==> config.mk <==
export PLATFORM = sky130hd
export DESIGN_NAME = mem_access_unit
export DESIGN_NICKNAME = d
export VERILOG_FILES = /design/src/rtl/mem_access_pkg.sv /design/src/rtl/be_lane_mux.sv /design/src/rtl/mem_access_unit.sv
export SDC_FILE = /design/constraint.sdc
export NUM_CORES = 1
export LEC_CHECK = 0
export BUFFER_PORTS_ARGS = -buffer_cell sky130_fd_sc_hd__buf_4
export CELL_PAD_IN_SITES_DETAIL_PLACEMENT = 0
export CELL_PAD_IN_SITES_GLOBAL_PLACEMENT = 1
export CORE_MARGIN = 10
export CORE_UTILIZATION = 37
export CTS_CLUSTER_DIAMETER = 200
export DETAILED_ROUTE_END_ITERATION = 8
export MAX_ROUTING_LAYER = met4
export PLACE_DENSITY = 0.76
export SYNTH_ARGS = -nofsm -noshare
export SYNTH_HDL_FRONTEND = slang
export SYNTH_HIERARCHICAL = 1
export SYNTH_SLANG_ARGS = --single-unit
export TNS_END_PERCENT = 30
==> constraint.sdc <==
create_clock -name clk -period 3.1 [get_ports clk]
set_input_delay 0.93 -clock clk [delete_from_list [all_inputs] [get_ports clk]]
set_output_delay 0.93 -clock clk [all_outputs]
set_load 0.03 [all_outputs]
==> src/rtl/mem_access_pkg.sv <==
// Shared types for the byte-addressable load/store unit.
// Access-size encoding, FSM state codes and lane masks.
package mem_access_pkg;

   typedef enum logic [1:0] {
      SZ_B = 2'b00,
      SZ_H = 2'b01,
      SZ_W = 2'b10,
      SZ_X = 2'b11
   } size_e;

   typedef logic [2:0] state_t;

   localparam state_t ST_IDLE = 3'd0;
   localparam state_t ST_RD   = 3'd1;
   localparam state_t ST_CAP  = 3'd2;
   localparam state_t ST_WR   = 3'd3;
   localparam state_t ST_RESP = 3'd4;

   localparam logic [31:0] BYTE_MASK = 32'h0000_00FF;
   localparam logic [31:0] HALF_MASK = 32'h0000_FFFF;

endpackage

==> src/rtl/be_lane_mux.sv <==
// Big-endian lane extract/extend (loads) and lane merge (stores).
// Ports: rd_word/base_word/wdata in, size/is_unsigned/offset in, load_data/merge_data out.
module be_lane_mux
   import mem_access_pkg::*;
(
   input  logic [31:0] rd_word,
   input  logic [31:0] base_word,
   input  logic [31:0] wdata,
   input  size_e       size,
   input  logic        is_unsigned,
   input  logic [1:0]  offset,
   output logic [31:0] load_data,
   output logic [31:0] merge_data
);

   // Byte at offset k sits at bit 24-8k, so the shift is 8*(3-k) = {~k,000}.
   logic [4:0] b_sh;
   logic [4:0] h_sh;
   logic [7:0] byte_v;
   logic [15:0] half_v;

   always_comb begin
      b_sh       = {~offset, 3'b000};
      h_sh       = {~offset[1], 4'b0000};
      byte_v     = 8'(rd_word >> b_sh);
      half_v     = 16'(rd_word >> h_sh);
      load_data  = rd_word;
      merge_data = wdata;
      unique case (size)
         SZ_B: begin
            load_data  = is_unsigned ? {24'b0, byte_v}
                                     : {{24{byte_v[7]}}, byte_v};
            merge_data = (base_word & ~(BYTE_MASK << b_sh))
                       | ((wdata & BYTE_MASK) << b_sh);
         end
         SZ_H: begin
            load_data  = is_unsigned ? {16'b0, half_v}
                                     : {{16{half_v[15]}}, half_v};
            merge_data = (base_word & ~(HALF_MASK << h_sh))
                       | ((wdata & HALF_MASK) << h_sh);
         end
         default: begin
            load_data  = rd_word;
            merge_data = wdata;
         end
      endcase
   end

endmodule

==> src/rtl/mem_access_unit.sv <==
// Load/store unit in front of a big-endian word memory with 1-cycle read.
// Ports: req_* handshake in, rsp_* completion out, mem_A/WD/MemWrite/RD to memory.
module mem_access_unit
   import mem_access_pkg::*;
#(
   parameter int unsigned MEM_BYTES = 1024
)
(
   input  logic        clk,
   input  logic        rst_n,
   input  logic        req_valid,
   output logic        req_ready,
   input  logic        req_write,
   input  logic [1:0]  req_size,
   input  logic        req_unsigned,
   input  logic [31:0] req_addr,
   input  logic [31:0] req_wdata,
   output logic        rsp_valid,
   output logic [31:0] rsp_rdata,
   output logic        rsp_err,
   output logic [31:0] mem_A,
   output logic [31:0] mem_WD,
   output logic        mem_MemWrite,
   input  logic [31:0] mem_RD
);

   state_t      state;
   logic        op_write;
   logic        op_unsigned;
   size_e       op_size;
   logic [31:0] op_addr;
   logic [31:0] op_wdata;
   logic [31:0] cap_word;
   logic [31:0] load_data;
   logic [31:0] merge_data;
   logic [31:0] req_base;
   logic        req_err;
   logic        align_err;

   always_comb begin
      req_base  = {req_addr[31:2], 2'b00};
      align_err = 1'b0;
      unique case (size_e'(req_size))
         SZ_H:    align_err = req_addr[0];
         SZ_W:    align_err = |req_addr[1:0];
         SZ_X:    align_err = 1'b1;
         default: align_err = 1'b0;
      endcase
      req_err = align_err
              | ((req_base + 32'd3) >= 32'(MEM_BYTES));
   end

   be_lane_mux u_lane (
      .rd_word     (mem_RD),
      .base_word   (cap_word),
      .wdata       (op_wdata),
      .size        (op_size),
      .is_unsigned (op_unsigned),
      .offset      (op_addr[1:0]),
      .load_data   (load_data),
      .merge_data  (merge_data)
   );

   always_ff @(posedge clk) begin
      if (!rst_n) begin
         state       <= ST_IDLE;
         rsp_rdata   <= '0;
         rsp_err     <= 1'b0;
         op_write    <= 1'b0;
         op_unsigned <= 1'b0;
         op_size     <= SZ_B;
         op_addr     <= '0;
         op_wdata    <= '0;
         cap_word    <= '0;
      end else begin
         unique case (state)
            ST_IDLE: begin
               if (req_valid) begin
                  op_write    <= req_write;
                  op_unsigned <= req_unsigned;
                  op_size     <= size_e'(req_size);
                  op_addr     <= req_addr;
                  op_wdata    <= req_wdata;
                  if (req_err) begin
                     state     <= ST_RESP;
                     rsp_err   <= 1'b1;
                     rsp_rdata <= '0;
                  end else if (req_write && req_size == SZ_W) begin
                     state <= ST_WR;
                  end else begin
                     state <= ST_RD;
                  end
               end
            end
            ST_RD: state <= ST_CAP;
            ST_CAP: begin
               cap_word <= mem_RD;
               if (op_write) begin
                  state <= ST_WR;
               end else begin
                  state     <= ST_RESP;
                  rsp_rdata <= load_data;
                  rsp_err   <= 1'b0;
               end
            end
            ST_WR: begin
               state     <= ST_RESP;
               rsp_rdata <= '0;
               rsp_err   <= 1'b0;
            end
            ST_RESP: begin
               state     <= ST_IDLE;
               rsp_rdata <= '0;
               rsp_err   <= 1'b0;
            end
            default: state <= ST_IDLE;
         endcase
      end
   end

   always_comb begin
      req_ready    = (state == ST_IDLE);
      rsp_valid    = (state == ST_RESP);
      mem_A        = '0;
      if (state == ST_RD || state == ST_CAP || state == ST_WR)
         mem_A = {op_addr[31:2], 2'b00};
      // Reset gates the strobe so a reset landing in WR never writes.
      mem_MemWrite = (state == ST_WR) & rst_n;
      mem_WD       = (state == ST_WR) ? merge_data : '0;
   end

endmodule
==> run metrics, run 1 <==
fraction of layout cells with a size suffix above 1 about a quarter; Post-synth EDFFs 0; Inserted Clock Buffers 17; first-pass GRT wire length between 30000 and 40000 um; CTS sink cnt approximately 140; antenna cell count 0; Post-Route WL between 20000 and 25000 um; ANT nets after route 0; crit-path max cell delay about 440 ps; Pwr Density 486.6 nW/um2; Crit path arrival time 2080 ps; commonest non-fill, non-tap cell in the layout nand2_1; Crit Path Class reg -> out; Post-Route Utilization between 40% and 50%; status completed; sequential cell area fraction in the yosys report 38.60%; Nets ~1.2k; measured slew at the worst slew-check pin 737.2 ps; slowest CP cell dfxtp_2; hold path startpoint op_addr[13]; Slew headroom roughly half; TritonCTS clock tree built; Top Ports between 200 and 250; Die Area 24990 um2; Die W 158.1 um; minimum clock period 3008 ps; CP max FO 8; Final TNS setup 0 ps; commonest cells after routing, fill and taps aside nand2_1 (325), buf_4 (225), dfxtp_1 (133), a21boi_0 (95); routability cong. ~0.89; Max-cap violations 0; # rows 50; DRC 0; CTS clk-pin slew, worst paths approximately 60 ps; Wirelength per Cell 18.26 um; initial antenna violation count 0; ys async rst share 0%; RSZ-0062 raised after global routing no; max-slew violation count 0; Max rail drop VDD 0.3955 mV; Yosys top cell by area dfxtp_1; dominant synthesized flop cell dfxtp_1; crit-path cells or2_1 -> nor2b_4 -> buf_4 -> mux2i_1 -> o21ai_0 -> and3_1 -> buf_4; Sequential Area 2726 um2; RR Startpoint op_addr[1]; Seq cells post-synth between 100 and 150; global route total overflow 0; Startpoint Class flip-flop; Fill cells ~1.9k; Cell Area, Synth between 7000 and 8000 um2; clk_lat worst skew between 400 and 500 ps; largest net degree at the start of global routing 66; worst path bufs/invs 2; Longest Clk Path Bufs 2; LEAKAGE roughly 3.9 nW; Critical Path RT between 2000 and 2500 ps; Initial DRC Count roughly 610; Die Y-Extent roughly 160 um; Via density approximately 5.1; footprint of the multi-input gates approximately 4000 um2; cell count after synthesis 941; Final period util between 90% and 100%; Final HPWL DP 17730 um; Initial Util roughly 38%; gr usage total about a fifth; CTS Root Cell clkbuf_16; via count of the first global-routing pass approximately 6.6k; crit end category output pin; # port buffers 200; Synth area leaders dfxtp_1 (39%), nand2_1 (17%), a21boi_0 (10%); final setup violation count 0; area grow syn2layout 32.17%; Crit path max-delay family simple AND/OR/NAND/NOR gates; f_max about 330 MHz; Hold Vio Cnt, Final 0; unique cell type count in the Yosys netlist 45; core area 18710 um2; Synth top area share 38.60%; Avg Cell Area, Syn ~7.5 um2; CP startpoint op_addr[0]; Synth warnings 6; Worst Skew 9.141 ps; cell with the most instances on the worst path buf_4; via total after detailed routing slightly below 7k; drt first pass iters 5; H-tree lvl count 4; cts hold-fix bufs 0; hold crit path type reg -> reg
==> worst min-delay path: cells and delay by family, from the launching register on <==
family | cells | cell delay [ps]
AND/OR/NAND/NOR | 1 | 50
AO/OA/AOI/OAI | 1 | 50
flip-flops | 1 | 300
==> Yosys cell counts (all sizes together) (3+ instances only) <==
master / number
nand2: 327
dfxtp: 136
a21boi: 100
clkbuf: 54
and3: 33
buf: 33
nand3: 33
a22oi: 32
and2: 32
o21ai: 32
o22ai: 32
mux2i: 19
nor2: 14
a21oi: 13
a22o: 9
mux2: 8
nor4: 6
a21o: 3
nand2b: 3
nor2b: 3
nor3b: 3
==> worst paths after layout <==
check | cells past startpoint | to | slack (ps)
min reg2reg | 2 | op_addr[13] | 450
max reg2reg | 7 | rsp_rdata[14] | 890
min | 2 | op_addr[13] | 450
max | 7 | mem_WD[20] | 90
==> registers in the layout (all words and copies together), names as in the netlist <==
name,cells
op_size,2
rsp_rdata,32
state,3
cap_word,32
op_wdata,32
op_unsigned,1
op_write,1
rsp_err,1
op_addr,32
==> cell families (layout without fill, tap and decap cells) <==
family / count (synthesis) / after routing / share of synthesized area [%]
DFF: 136 / 136 / 38.60
buffers and inverters: 88 / 257 / 5.977
AOI/OAI and AO/OA: 226 / 226 / 22.21
other: 1 / 2 / 0.05316
and+or+nand+nor: 463 / 463 / 29.20
muxes: 27 / 27 / 3.973
==> timing repair <==
action / CTS / global route
setup endpoints to repair: 23 / 31
gates cloned: 0 / 0
setup buffers: 2 / 0
gates resized for setup: 3 / 9
endpoints found under the hold margin: 0 / 0
==> report_power, final <==
group	total (mW)	leakage, nW	internal (mW)	switching (mW)
combinational	0.533	2.50	0.231	0.302
clock	2.15	0.288	1.36	0.794
sequential	1.85	1.11	1.80	0.0481
==> layer usage <==
layer  global-route usage [%]  up-vias  routed length [um]
li1                         -     3511                   -
met1                    26.89     3172               11730
met2                    28.95      210               11080
met3                    4.993       13                1537
met4                    4.367        0                 221
met5                        -        -                   0
==> through the flow <==
step / total power [mW] / cells / hold slack, ps / cell area, um2 / setup slack (ps)
detailed placement: 2.411 / 1313 / 440.2 / 8652 / 277.6
CTS: 4.570 / 1345 / 448.4 / 9290 / 25.62
global route: 4.709 / 1345 / 465.5 / 9324 / 7.180
floorplan: 2.188 / 942 / 430.5 / 7058 / 69.27
finish: 4.537 / 1345 / 446.9 / 9324 / 92.43
global placement: 2.408 / 1313 / 437.5 / 8652 / 356.4
==> cell type report <==
cell class / instances / area share [%]
multi-input cells: 718 / 42.65
flip-flops and latches: 136 / 29.24
repair buffers: 226 / 18.33
clock buffers: 19 / 4.750
well taps: 234 / 3.140
clock inverters: 11 / 1.852
inverters: 1 / 0.04026
(Power assumes the default switching activity.)
==> run 2, diff against run 1 <==
CORE_UTILIZATION = 40   (was 37)
CTS_BUF_LIST = sky130_fd_sc_hd__clkbuf_8 sky130_fd_sc_hd__clkbuf_16   (was unset)
PLACE_DENSITY = 0.82   (was 0.76)
TNS_END_PERCENT = 100   (was 30)
clock period = 3.7 ns   (was 3.1 ns; I/O delays follow)
==> run 2 against run 1 <==
  * Total power is 16% lower
  * Die area is 6.6% lower
  * Combinational power is 18% lower
  * Final cell count is 1.0% lower
  * Highest routed layer unchanged
==> run metrics, run 2 (synthesis gave the netlist of run 1 again) <==
measured slew at the worst slew-check pin 730.2 ps (-7.034 ps); RR Startpoint state[0]; area grow syn2layout 31.18%; Final HPWL DP 17090 um (-3.6%); f_max between 200 and 300 MHz; crit end category output pin; Final period util roughly 91%; drt first pass iters 5 (unchanged); Worst Skew 10.67 ps (+1.524 ps); routability cong. 0.8755 (-1.1%); fin cells 1331 (-1.0%); initial antenna violation count 0 (unchanged); H-tree lvl count 4 (unchanged); Inserted Clock Buffers 17 (unchanged); Max-cap violations 0 (unchanged); Via density 5.255 (+2.3%); Hold WS 446.6 ps (-0.2870 ps); Slew headroom 50.70% (+0.47 points); DRC 0 (unchanged); hold crit path type reg -> reg; first-pass GRT wire length 36970 um (-2.2%); Crit path arrival time 2270 ps (+190 ps); TritonCTS clock tree built; largest net degree at the start of global routing 78 (+18%); global route total overflow 0 (unchanged); cts hold-fix bufs 0 (unchanged); Total Power 3.816 mW (-16%); CTS clk-pin slew, worst paths 60 ps (about the same); CP max FO 24 (+16); hold path startpoint op_addr[19]; ANT nets after route 0 (unchanged); Pwr Density 412.3 nW/um2 (-15%); Hold Vio Cnt, Final 0 (unchanged); minimum clock period around 3400 ps; FF-to-FF setup slack 1460 ps (+570 ps); commonest non-fill, non-tap cell in the layout nand2_1; Post-CTS Setup Inserts 0 (-2); Longest Clk Path Bufs 2 (unchanged); RSZ-0062 raised after global routing no; fraction of layout cells with a size suffix above 1 24.86% (-1.1 points); Die Area 23350 um2 (-6.6%); Initial Util 40.78% (+3.1 points); final setup violation count 0 (unchanged); Hold EP op_addr[19]; Max rail drop VDD 0.3421 mV (-14%); # port buffers 200 (unchanged); Die Y-Extent 152.8 um (-3.3%); R2R Path End op_wdata[7]; dpl cells 1299 (-1.1%); Top Ports 203 (unchanged); antenna cell count 0 (unchanged); # rows 48 (-4.0%); cell depth of the worst hold path 2 (unchanged); Crit Path Class reg -> out; Fill cells 1762 (-8.2%); commonest cells after routing, fill and taps aside nand2_1 (326), buf_4 (217), dfxtp_1 (135), a21boi_0 (95); LEAKAGE 3.858 nW (-0.84%); Nets 1196 (-0.58%); CTS sink cnt 136 (unchanged); Final TNS setup 0 ps (unchanged); CTS Root Cell clkbuf_16; max-slew violation count 0 (unchanged); via count of the first global-routing pass 6431 (-2.8%); via total after detailed routing 6994 (+1.3%); Startpoint Class flip-flop; Critical Path RT 2590 ps (+420 ps); status completed; worst reg-to-reg path cell count 6 (-1); gr usage total 19.83% (+0.053 points); # resized after CTS 0 (-3); core area 17300 um2 (-7.5%); Post-Route WL 23700 um (-3.5%); clk_lat worst skew 430 ps (about the same); Wirelength per Cell 17.81 um (-2.5%); Die W 152.8 um (-3.3%); Initial DRC Count 540 (-11%)
-- run 2: worst max-delay path, stage by stage, from the launching register on --
cell and delay [ps]:
dfxtp_1 320, buf_4 260, nor2b_1 500, a22oi_1 130, o21ai_0 130, mux2_2 180, and3_1 150, buf_4 160
-- run 2: worst max-delay path by stage --
stage	startpoint	to	slack, ps	cells after the start
floorplan	rst_n	mem_MemWrite	310	4
global placement	op_size[0]	mem_WD[29]	840	7
detailed placement	op_size[0]	mem_WD[25]	840	7
CTS	op_size[0]	mem_WD[25]	380	7
global route	op_size[0]	mem_WD[25]	180	7
finish	op_size[0]	mem_WD[26]	320	7
-- run 2: power by group --
part	leakage (nW)	total (mW)	internal, mW	switching, mW
clock	0.287	1.84	1.15	0.687
sequential	1.11	1.55	1.51	0.0360
combinational	2.46	0.435	0.187	0.249
-- run 2: layout make-up --
cell class                 count  area, um2  area share [%]
timing repair buffer         219       1669           18.04
tap                          225      281.5           3.042
inverter                       1      3.754         0.04056
multi-input combinational    718       3938           42.55
clock inverter                14      198.9           2.150
sequential                   136       2724           29.43
clock buffer                  18      439.2           4.746
-- run 2: metrics by stage --
step	worst slack (ps)	utilization [%]	cell area (um2)
2_1_floorplan	309.3	-	7058
3_3_place_gp	841.1	49.81	8616
3_5_place_dp	836.1	49.81	8616
4_1_cts	379.2	53.50	9254
5_1_grt	182.7	53.50	9254
6_report	318.9	53.50	9254
-- run 2: per-layer routing --
metal | routed length [um] | track usage [%]
met5 | 0 | -
met4 | 263 | 5.359
met3 | 1376 | 3.754
met2 | 10510 | 28.28
met1 | 11560 | 27.90
==> run 3, diff against run 2 <==
CORE_UTILIZATION = 37   (was 40)
PLACE_DENSITY = 0.76   (was 0.82)
clock period = 3.5 ns   (was 3.7 ns; I/O delays follow)
==> run 3 against run 2 <==
  * Sequential share of layout area rose by 0.18 points
  * Routed wire length rose by 1.3%
  * Worst setup slack got worse by 110 ps
  * Final cell count rose by 0.60%
  * Total power fell by 1.0%
  * Clock-buffer cell count rose by 2
  * Largest power group unchanged
==> run metrics, run 3 (synthesis gave the netlist of run 1 again) <==
CP startpoint op_addr[1]; Final HPWL DP 17300 um (+1.3%); clk_lat worst skew 420 ps (about the same); Die Area 24990 um2 (+7.0%); final setup violation count 0 (unchanged); fin cells 1339 (+0.60%); Post-Route Utilization 49.19% (-4.3 points); Crit Path Class reg -> out; routability cong. 0.8256 (-5.7%); Final period util between 90% and 100%; Post-Route WL 24000 um (+1.3%); Die W 158.1 um (+3.5%); commonest non-fill, non-tap cell in the layout nand2_1; Max-cap violations 0 (unchanged); global route total overflow 0 (unchanged); Hold WS 447.4 ps (+0.7500 ps); drt first pass iters 5 (unchanged); initial antenna violation count 0 (unchanged); CP max FO 10 (-58%); Worst Skew 7.465 ps (-3.200 ps); PnR worst setup slack 207.3 ps (-111.6 ps); Initial DRC Count 487 (-9.8%); Top Ports 203 (unchanged); Wirelength per Cell 17.93 um (+0.66%); fin area 9201 um2 (-0.57%); status completed; H-tree lvl count 4 (unchanged); Inserted Clock Buffers 17 (unchanged); max-slew violation count 0 (unchanged); Sequential Area 2725 um2 (about the same); hold crit path type reg -> reg; f_max between 300 and 400 MHz; Slew headroom 48.37% (-2.3 points); FF-to-FF setup slack 1230 ps (-230 ps); Placed Area 8647 um2 (+0.36%); Fill cells 1919 (+8.9%); largest net degree at the start of global routing 137 (+76%); Die Y-Extent 158.1 um (+3.5%); Pwr Density 410.4 nW/um2 (-0.46%); DRC 0 (unchanged); gr usage total 19.15% (-0.69 points); Final TNS setup 0 ps (unchanged); RSZ-0062 raised after global routing no; Initial Util 37.71% (-3.1 points); core area 18710 um2 (+8.1%); commonest cells after routing, fill and taps aside nand2_1 (326), buf_4 (217), dfxtp_1 (134), a21boi_0 (95); DP Worst Slack 533.2 ps (-302.9 ps); dpl cells 1309 (+0.77%); minimum clock period around 3300 ps; fraction of layout cells with a size suffix above 1 24.89% (about the same); first-pass GRT wire length 36960 um (about the same); Via density 5.129 (-2.4%); Longest Clk Path Bufs 2 (unchanged); # port buffers 200 (unchanged); hold path startpoint op_addr[23]; LEAKAGE 3.856 nW (about the same); Startpoint Class flip-flop; CTS sink cnt 136 (unchanged); via total after detailed routing 6868 (-1.8%); antenna cell count 0 (unchanged); CTS Root Cell clkbuf_16; RR Startpoint state[0]; # rows 50 (+4.2%); worst reg-to-reg path cell count 6 (unchanged); Hold Vio Cnt, Final 0 (unchanged); TritonCTS clock tree built; CTS clk-pin slew, worst paths 60 ps (about the same); Total Power 3.777 mW (-1.0%); crit end category output pin; Crit path arrival time 2240 ps (-30 ps); Critical Path RT 2450 ps (-140 ps); Max rail drop VDD 0.3413 mV (-0.24%); Nets 1197 (+0.084%); cell depth of the worst hold path 2 (unchanged); Hold EP op_addr[23]; via count of the first global-routing pass 6546 (+1.8%); ANT nets after route 0 (unchanged); footprint of the multi-input gates 3943 um2 (+0.13%); area grow syn2layout 30.44%; R2R Path End op_size[1]; measured slew at the worst slew-check pin 764.7 ps (+34.47 ps)
-- run 3: per-layer routing --
| layer | track usage (%) | wire length (um) |
|---|---|---|
| met5 | - | 0 |
| met4 | 5.734 | 426 |
| met3 | 3.989 | 1337 |
| met2 | 28.17 | 10670 |
| met1 | 25.85 | 11570 |
-- run 3: timing repair --
item                                    CTS  global route
buffers inserted                          0             0
hold endpoints to repair                  0             0
hold buffers                              0             0
endpoints found under the setup margin    0            14
gates resized for setup                   0             3
-- run 3: area by class of cell --
cell class	instances	area share (%)
multi-input combinational	718	42.85
sequential	136	29.62
tap	234	3.182
clock buffer	20	5.072
inverter	1	0.04079
clock inverter	10	0.8839
timing repair buffer	220	18.36
-- run 3: worst max-delay path by stage --
stage,endpoint,slack (ps)
after floorplan,mem_MemWrite,230
after global placement,mem_WD[2],560
after detailed placement,mem_WD[1],530
after CTS,mem_WD[19],80
after global routing,mem_WD[28],50
final,mem_WD[28],210
-- run 3: worst max-delay path, stage by stage, from the launching register on --
cell and delay [ps]:
dfxtp_1 450, nor2_1 500, a22oi_1 140, o21ai_0 240
mux2_2 190, and3_1 160, buf_4 160
-- run 3: report_power, final --
part | switching, mW | leakage, nW | internal, mW
clock network | 0.664 | 0.276 | 1.01
logic | 0.259 | 2.47 | 0.199
registers | 0.0436 | 1.11 | 1.60
total | 0.966 | 3.86 | 2.81
